[config.mk]
export PLATFORM = sky130hd
export DESIGN_NAME = pll_phase_stepper
export DESIGN_NICKNAME = d
export VERILOG_FILES = /design/src/rtl/pll_phase_stepper.sv
export SDC_FILE = /design/constraint.sdc
export NUM_CORES = 1
export LEC_CHECK = 0
export ABC_AREA = 1
export CAP_MARGIN = 20
export CORE_AREA = 2 2 74 76
export DETAILED_ROUTE_END_ITERATION = 8
export DIE_AREA = 0 0 76 78
export PLACE_DENSITY_LB_ADDON = 0.05
export SLEW_MARGIN = 40
export SYNTH_ARGS = -nofsm -noshare
export SYNTH_HDL_FRONTEND = slang
export SYNTH_SLANG_ARGS = --single-unit
[constraint.sdc]
create_clock -name clki -period 5.2 [get_ports clki]
set_input_delay 1.56 -clock clki [delete_from_list [all_inputs] [get_ports clki]]
set_output_delay 1.56 -clock clki [all_outputs]
set_load 0.02 [all_outputs]
[src/rtl/pll_phase_stepper.sv]
// Fine-phase stepper for the ECP5 EHXPLLL dynamic phase port.
// Tracks per-channel phase and emits PHASESEL/PHASEDIR/PHASESTEP pulse trains.
module pll_phase_stepper #(
  parameter int NCHAN         = 3,
  parameter int STEPS_PER_REV = 32,
  parameter int POS_W         = $clog2(STEPS_PER_REV),
  parameter int INIT_POS      = 1,
  parameter int SETUP_CYC     = 2,
  parameter int PULSE_CYC     = 2,
  parameter int GAP_CYC       = 4
) (
  input  logic                   clki,
  input  logic                   rst,
  input  logic                   pll_locked,
  input  logic                   req_valid,
  output logic                   req_ready,
  input  logic [1:0]             req_chan,
  input  logic                   req_abs,
  input  logic [POS_W-1:0]       req_val,
  output logic                   busy,
  output logic                   done,
  output logic                   err,
  output logic [NCHAN*POS_W-1:0] pos_o,
  output logic [1:0]             phasesel,
  output logic                   phasedir,
  output logic                   phasestep
);

  typedef enum logic [2:0] {
    IDLE, CALC, SETUP, PULSE, GAP, DONE
  } state_t;

  localparam int TW = 8;
  localparam logic [POS_W-1:0] HALF =
    POS_W'(STEPS_PER_REV / 2);

  state_t           state;
  logic [TW-1:0]    tmr;
  logic [POS_W-1:0] cnt;
  logic [1:0]       chan;
  logic             abs_q;
  logic [POS_W-1:0] val;
  logic [POS_W-1:0] pos [NCHAN];

  logic             chan_ok;
  logic [POS_W-1:0] cur;
  logic [POS_W-1:0] diff;
  logic [POS_W-1:0] c_cnt;
  logic             c_dir;

  assign req_ready = (state == IDLE) && pll_locked && !rst;
  assign chan_ok   = 32'(chan) < 32'(NCHAN);

  for (genvar g = 0; g < NCHAN; g++) begin : g_pos
    assign pos_o[g*POS_W +: POS_W] = pos[g];
  end

  // Shortest-path direction and step count for the captured request
  always_comb begin
    cur   = '0;
    for (int i = 0; i < NCHAN; i++)
      if (2'(i) == chan) cur = pos[i];
    diff  = val - cur;
    c_dir = 1'b0;
    c_cnt = '0;
    if (!abs_q) begin
      c_dir = val[POS_W-1];
      c_cnt = c_dir ? -val : val;
    end else if (diff > HALF) begin
      c_dir = 1'b1;
      c_cnt = -diff;
    end else begin
      c_cnt = diff;
    end
  end

  always_ff @(posedge clki) begin
    if (rst) begin
      state     <= IDLE;
      tmr       <= '0;
      cnt       <= '0;
      chan      <= '0;
      abs_q     <= 1'b0;
      val       <= '0;
      busy      <= 1'b0;
      done      <= 1'b0;
      err       <= 1'b0;
      phasesel  <= '0;
      phasedir  <= 1'b0;
      phasestep <= 1'b1;
      for (int i = 0; i < NCHAN; i++)
        pos[i] <= POS_W'(INIT_POS);
    end else begin
      done <= 1'b0;
      err  <= 1'b0;
      unique case (state)
        IDLE: begin
          if (req_valid && req_ready) begin
            chan  <= req_chan;
            abs_q <= req_abs;
            val   <= req_val;
            busy  <= 1'b1;
            state <= CALC;
          end
        end
        CALC: begin
          if (!chan_ok) begin
            err   <= 1'b1;
            done  <= 1'b1;
            state <= DONE;
          end else begin
            phasesel <= chan;
            phasedir <= c_dir;
            cnt      <= c_cnt;
            if (c_cnt == '0) begin
              done  <= 1'b1;
              state <= DONE;
            end else begin
              tmr   <= TW'(SETUP_CYC - 1);
              state <= SETUP;
            end
          end
        end
        SETUP: begin
          if (tmr == '0) begin
            phasestep <= 1'b0;
            tmr       <= TW'(PULSE_CYC - 1);
            state     <= PULSE;
          end else begin
            tmr <= tmr - 1'b1;
          end
        end
        PULSE: begin
          if (tmr == '0) begin
            for (int i = 0; i < NCHAN; i++)
              if (2'(i) == chan)
                pos[i] <= phasedir ? pos[i] - 1'b1
                                   : pos[i] + 1'b1;
            cnt       <= cnt - 1'b1;
            phasestep <= 1'b1;
            tmr       <= TW'(GAP_CYC - 1);
            state     <= GAP;
          end else begin
            tmr <= tmr - 1'b1;
          end
        end
        GAP: begin
          // Hold at gap end while unlocked; resume once lock returns
          if (tmr != '0) begin
            tmr <= tmr - 1'b1;
          end else if (pll_locked) begin
            if (cnt != '0) begin
              phasestep <= 1'b0;
              tmr       <= TW'(PULSE_CYC - 1);
              state     <= PULSE;
            end else begin
              done  <= 1'b1;
              state <= DONE;
            end
          end
        end
        DONE: begin
          busy  <= 1'b0;
          state <= IDLE;
        end
        default: state <= IDLE;
      endcase
    end
  end

endmodule

* Yosys cells after proc, flatten, opt, wreduce, memory -nomap -nowiden *
Memories as Yosys holds them, arrays and structs flattened.
Index checks and enable logic that the tools add are counted.

word-level totals
  bits in registers = 31
  memory bits (writable) = 15
  word-level logic and storage cells = 135
  memories kept = 1

cells by class
  $add $sub $neg = 11
  $lt $le $gt $ge = 2
  equality and inequality tests = 17
  muxes and demuxes = 66
  bitwise gates (word level) = 4
  reductions and logical operators = 22

memories
  name  depth  bits a word  rd ports  clocked after memory_dff  wr ports  line  text
  pos   3      5            3         0                         3         43    logic [POS_W-1:0] pos [NCHAN];

operator list
  operator                                              count
  two-way mux 5 bit                                     14
  two-way mux 8 bit                                     7
  case mux 8 bit (4 select lines)                       1
  two-way mux 1 bit                                     31
  two-way mux 3 bit                                     8
  subtractor 5 x 1 -> 5 bit (second input constant)     4
  adder 5 x 1 -> 5 bit (second input constant)          3
  case mux 3 bit (5 select lines)                       1
  inequality test 2 bit (second input constant)         7
  negator 5 bit                                         2
  case mux 5 bit (2 select lines)                       1
  AND reduction 5 bit                                   2
  logical NOT 8 bit                                     1
  nonzero test 8 bit                                    1
  subtractor 8 x 1 -> 8 bit (second input constant)     1
  equality test 3 x 2 -> 1 bit (second input constant)  2
  equality test 3 bit (second input constant)           2
  inequality test 3 bit (second input constant)         2
  AND reduction 2 bit                                   3
  AND reduction 6 bit                                   1
  > comparator 5 bit (second input constant)            1
  logical NOT 5 bit                                     1
  nonzero test 5 bit                                    1
  subtractor 5 bit                                      1
  18 further kinds                                      24

* Logic depth before layout (Yosys ltp) *
  depth after elaboration = 12
  mapped depth = 21
  depth with buffers taken out = 21

* Worst setup path after synthesis *
No wires, ideal clock.

  path kind = input -> output
  start = in pll_locked
  end = out req_ready
  arrival time = 2366 ps
  data required time = 3640 ps
  setup slack = 1274 ps
  cell stages on the path = 2
  path buffers = 0
  cells stage by stage = inv_1 -> nor4_1

on the way
  word-level cells in the longest chain between the ends = 2

ends and longest elaborated chain
  what                             line  text
  start, declared                  14    input logic pll_locked,
  logical AND 1 bit (2 in series)  51    assign req_ready = (state == IDLE) && pll_locked && !rst;
  end, declared                    16    output logic req_ready,

No other way between the ends.

* Final worst setup path *
Same ends and word-level chain as after synthesis.

==> out/results.ini <==
[yosys]
ys.flop_type=dfxtp_1
syn_inst=404
ys_ff_latch=46
synth.distinct_cells=37
synth-edff-count=15
syn_nets=437
avgSynthCellArea_sq_um=7.53
async_flop_share_pct=0
ys_warn_count=0
syn_area_sq_um=3040
synth-seq-area-share_pct=35.2

[critical_path]
cp_slowest_cell=clkdlybuf4s50_1
crit_fanout=2
arrival_ns=3.14
worst-setup-path-type=primary input to primary output
required_ns=3.64
max_stage_delay_ns=0.68
critPathLaunchType=primary input
worstPathCellList=clkdlybuf4s50_1 -> inv_1 -> nor4_1 -> clkdlybuf4s50_1
critPathCaptureType=primary output
cp_common_cell=clkdlybuf4s50_1

[sta]
fin_setup_tns_ns=0
relSlewSlack_pct=46.3
worst_pin_slew_ns=0.797
rsz0062_at_grt=false
fin_crit_sh_pct=90.4
setup_viol=0
final_max_slew_viol_count=0
fmax_mhz=213
fin_skew_ns=0.00795
hold_violations=0
finalCriticalPeriod_ns=4.70

[worst_hold_path]
hp-class=flip-flop to flip-flop

[clock_tree]
cts.sinks=46
cts.clk_slew.worst_paths_ns=0.09
worst_skew_pair.late_latency_ns=0.31
post-cts-setup-buffers=0
root_buffer=clkbuf_8
post_cts_resized=0
cts_hold_buf=0
clockBufferDepth=2
numCtsBuffers=5
htreeDepth=2
cts_tree=built

[global_route]
grt_pass1_wl_mm=12.1
grt_pass1_vias=2651
grt_use_total_pct=25.2
grt_overflow=0
antenna_found_initial=0
grt_max_degree=23

[cells_and_area]
nets=474
drive_gt1_share_pct=11.5
fill_cells=435
final_cell_mix=nand2_1, inv_1, nor2_1
layout_commonest_cell=nand2_1
diodes=0
syn2layout_area_growth_pct=16.7

[place]
io_buffers=34
hpwl_mm=5.44
place_congestion=0.926

[power_and_ir_drop]
power.density_nw_per_um2=253
finalPower_uw=899
peakVddDrop_v=0.000184
power_leakage_nw=1.54

[routing]
dr.pass1.iters=5
num_vias=2772
routed_wl_mm=7.10
vias_per_cell=5.41
drtIter0Drc=138
routedWlPerCell_microns=13.9
detail-route-antenna-nets=0
drc=0

[run_status]
status=complete, no violations

[die]
die_area_sq_um=5930
rows=26
coreArea_sq_um=5040
die_y_microns=78
die_w_microns=76
io_pins=35
start_util_pct=60.3

[job]
drv_cap=0

==> critical path: cells and delay by family <==
family | cells | cell delay (ns)
simple gates | 1 | 0.37
buf+inv | 3 | 1.21
==> metal layers <==
metal	track usage (%)	share of wire [%]	wire length [microns]
met1	32.9	46	3260
met2	43.6	48	3430
met3	4.30	4.6	326
met4	6.91	1.2	84
met5	0	0	0
==> Yosys cell counts, types with 2 or more instances <==
| cell | n | area share [%] |
|---|---|---|
| clkbuf_1 | 4 | 0.49 |
| a21oi_1 | 34 | 5.6 |
| xor2_1 | 9 | 2.6 |
| xnor2_1 | 3 | 0.86 |
| nor4_1 | 2 | 0.41 |
| a31oi_1 | 2 | 0.41 |
| nand2_2 | 6 | 1.2 |
| inv_2 | 12 | 1.5 |
| nor3b_1 | 2 | 0.49 |
| nand3_2 | 4 | 1.3 |
| a221oi_1 | 3 | 0.86 |
| nand4_1 | 6 | 1.2 |
| o31ai_1 | 2 | 0.49 |
| nand3_1 | 24 | 3.9 |
| fa_1 | 4 | 2.6 |
| a21o_1 | 2 | 0.49 |
| o21bai_1 | 2 | 0.49 |
| a21oi_2 | 7 | 2.0 |
| or2_2 | 4 | 0.82 |
| edfxtp_1 | 15 | 15 |
| ha_1 | 17 | 7.0 |
| nor2_1 | 39 | 4.8 |
| nor3_4 | 2 | 1.1 |
| dfxtp_1 | 31 | 20 |
| nor2_2 | 5 | 1.0 |
| o21ai_0 | 30 | 4.9 |
| nor3_1 | 4 | 0.66 |
| inv_1 | 56 | 6.9 |
| nand2_1 | 65 | 8.0 |
==> state kept, by name, indices dropped and copies added, names as in the netlist, 2 cells and up <==
signal and flops:
chan 2, cnt 5, phasesel 2, pos 15, state 3, tmr 8
val 5
==> logic make-up (layout without fill, tap and decap cells) <==
| family | Yosys count | count (layout) | share of synthesized area (%) |
|---|---|---|---|
| compound gates | 87 | 87 | 16.6 |
| xor+xnor | 12 | 12 | 3.46 |
| fa+ha+maj | 21 | 21 | 9.63 |
| buf+inv | 73 | 111 | 9.13 |
| flops | 46 | 46 | 35.2 |
| simple gates | 165 | 165 | 26.0 |
==> through the flow <==
| step | setup slack, ns | cells | hold WS [ns] | utilization [%] | cell area [sq um] |
|---|---|---|---|---|---|
| 5_1_grt | 0.374 | 512 | 0.496 | 70.4 | 3550 |
| 4_1_cts | 0.497 | 512 | 0.464 | 70.4 | 3550 |
| 6_report | 0.498 | 512 | 0.466 | 70.4 | 3550 |
| 3_3_place_gp | 0.558 | 504 | 0.443 | 68.5 | 3450 |
| 3_5_place_dp | 0.497 | 504 | 0.442 | 68.5 | 3450 |
| 2_1_floorplan | 1.27 | 404 | 0.457 | - | 3040 |
==> path summary, 6_finish.rpt <==
path                    from        end  slack [ns]  cells after the start
setup / recovery  pll_locked  req_ready        0.50                      4
hold / removal     phasestep  phasestep        0.47                      2
setup reg to reg     chan[1]     tmr[2]        1.80                     20
hold reg to reg    phasestep  phasestep        0.47                      2
==> power breakdown <==
group / internal [mW] / total, mW / switching [mW]
sequential: 0.387 / 0.408 / 0.0205
combinational: 0.101 / 0.259 / 0.158
clock: 0.107 / 0.233 / 0.126
total: 0.596 / 0.899 / 0.304
==> cell type report <==
cell class              instances  area, sq um  area share [%]
multi-input cells             285         1690            47.7
clock buffers                   6         82.6            2.33
clock inverters                 2         11.3           0.317
well taps                      70         87.6            2.47
flip-flops and latches         46         1070            30.2
inverters                      68          255            7.19
repair buffers                 35          348            9.80
Note: power is estimated with default switching activity, not from simulation.
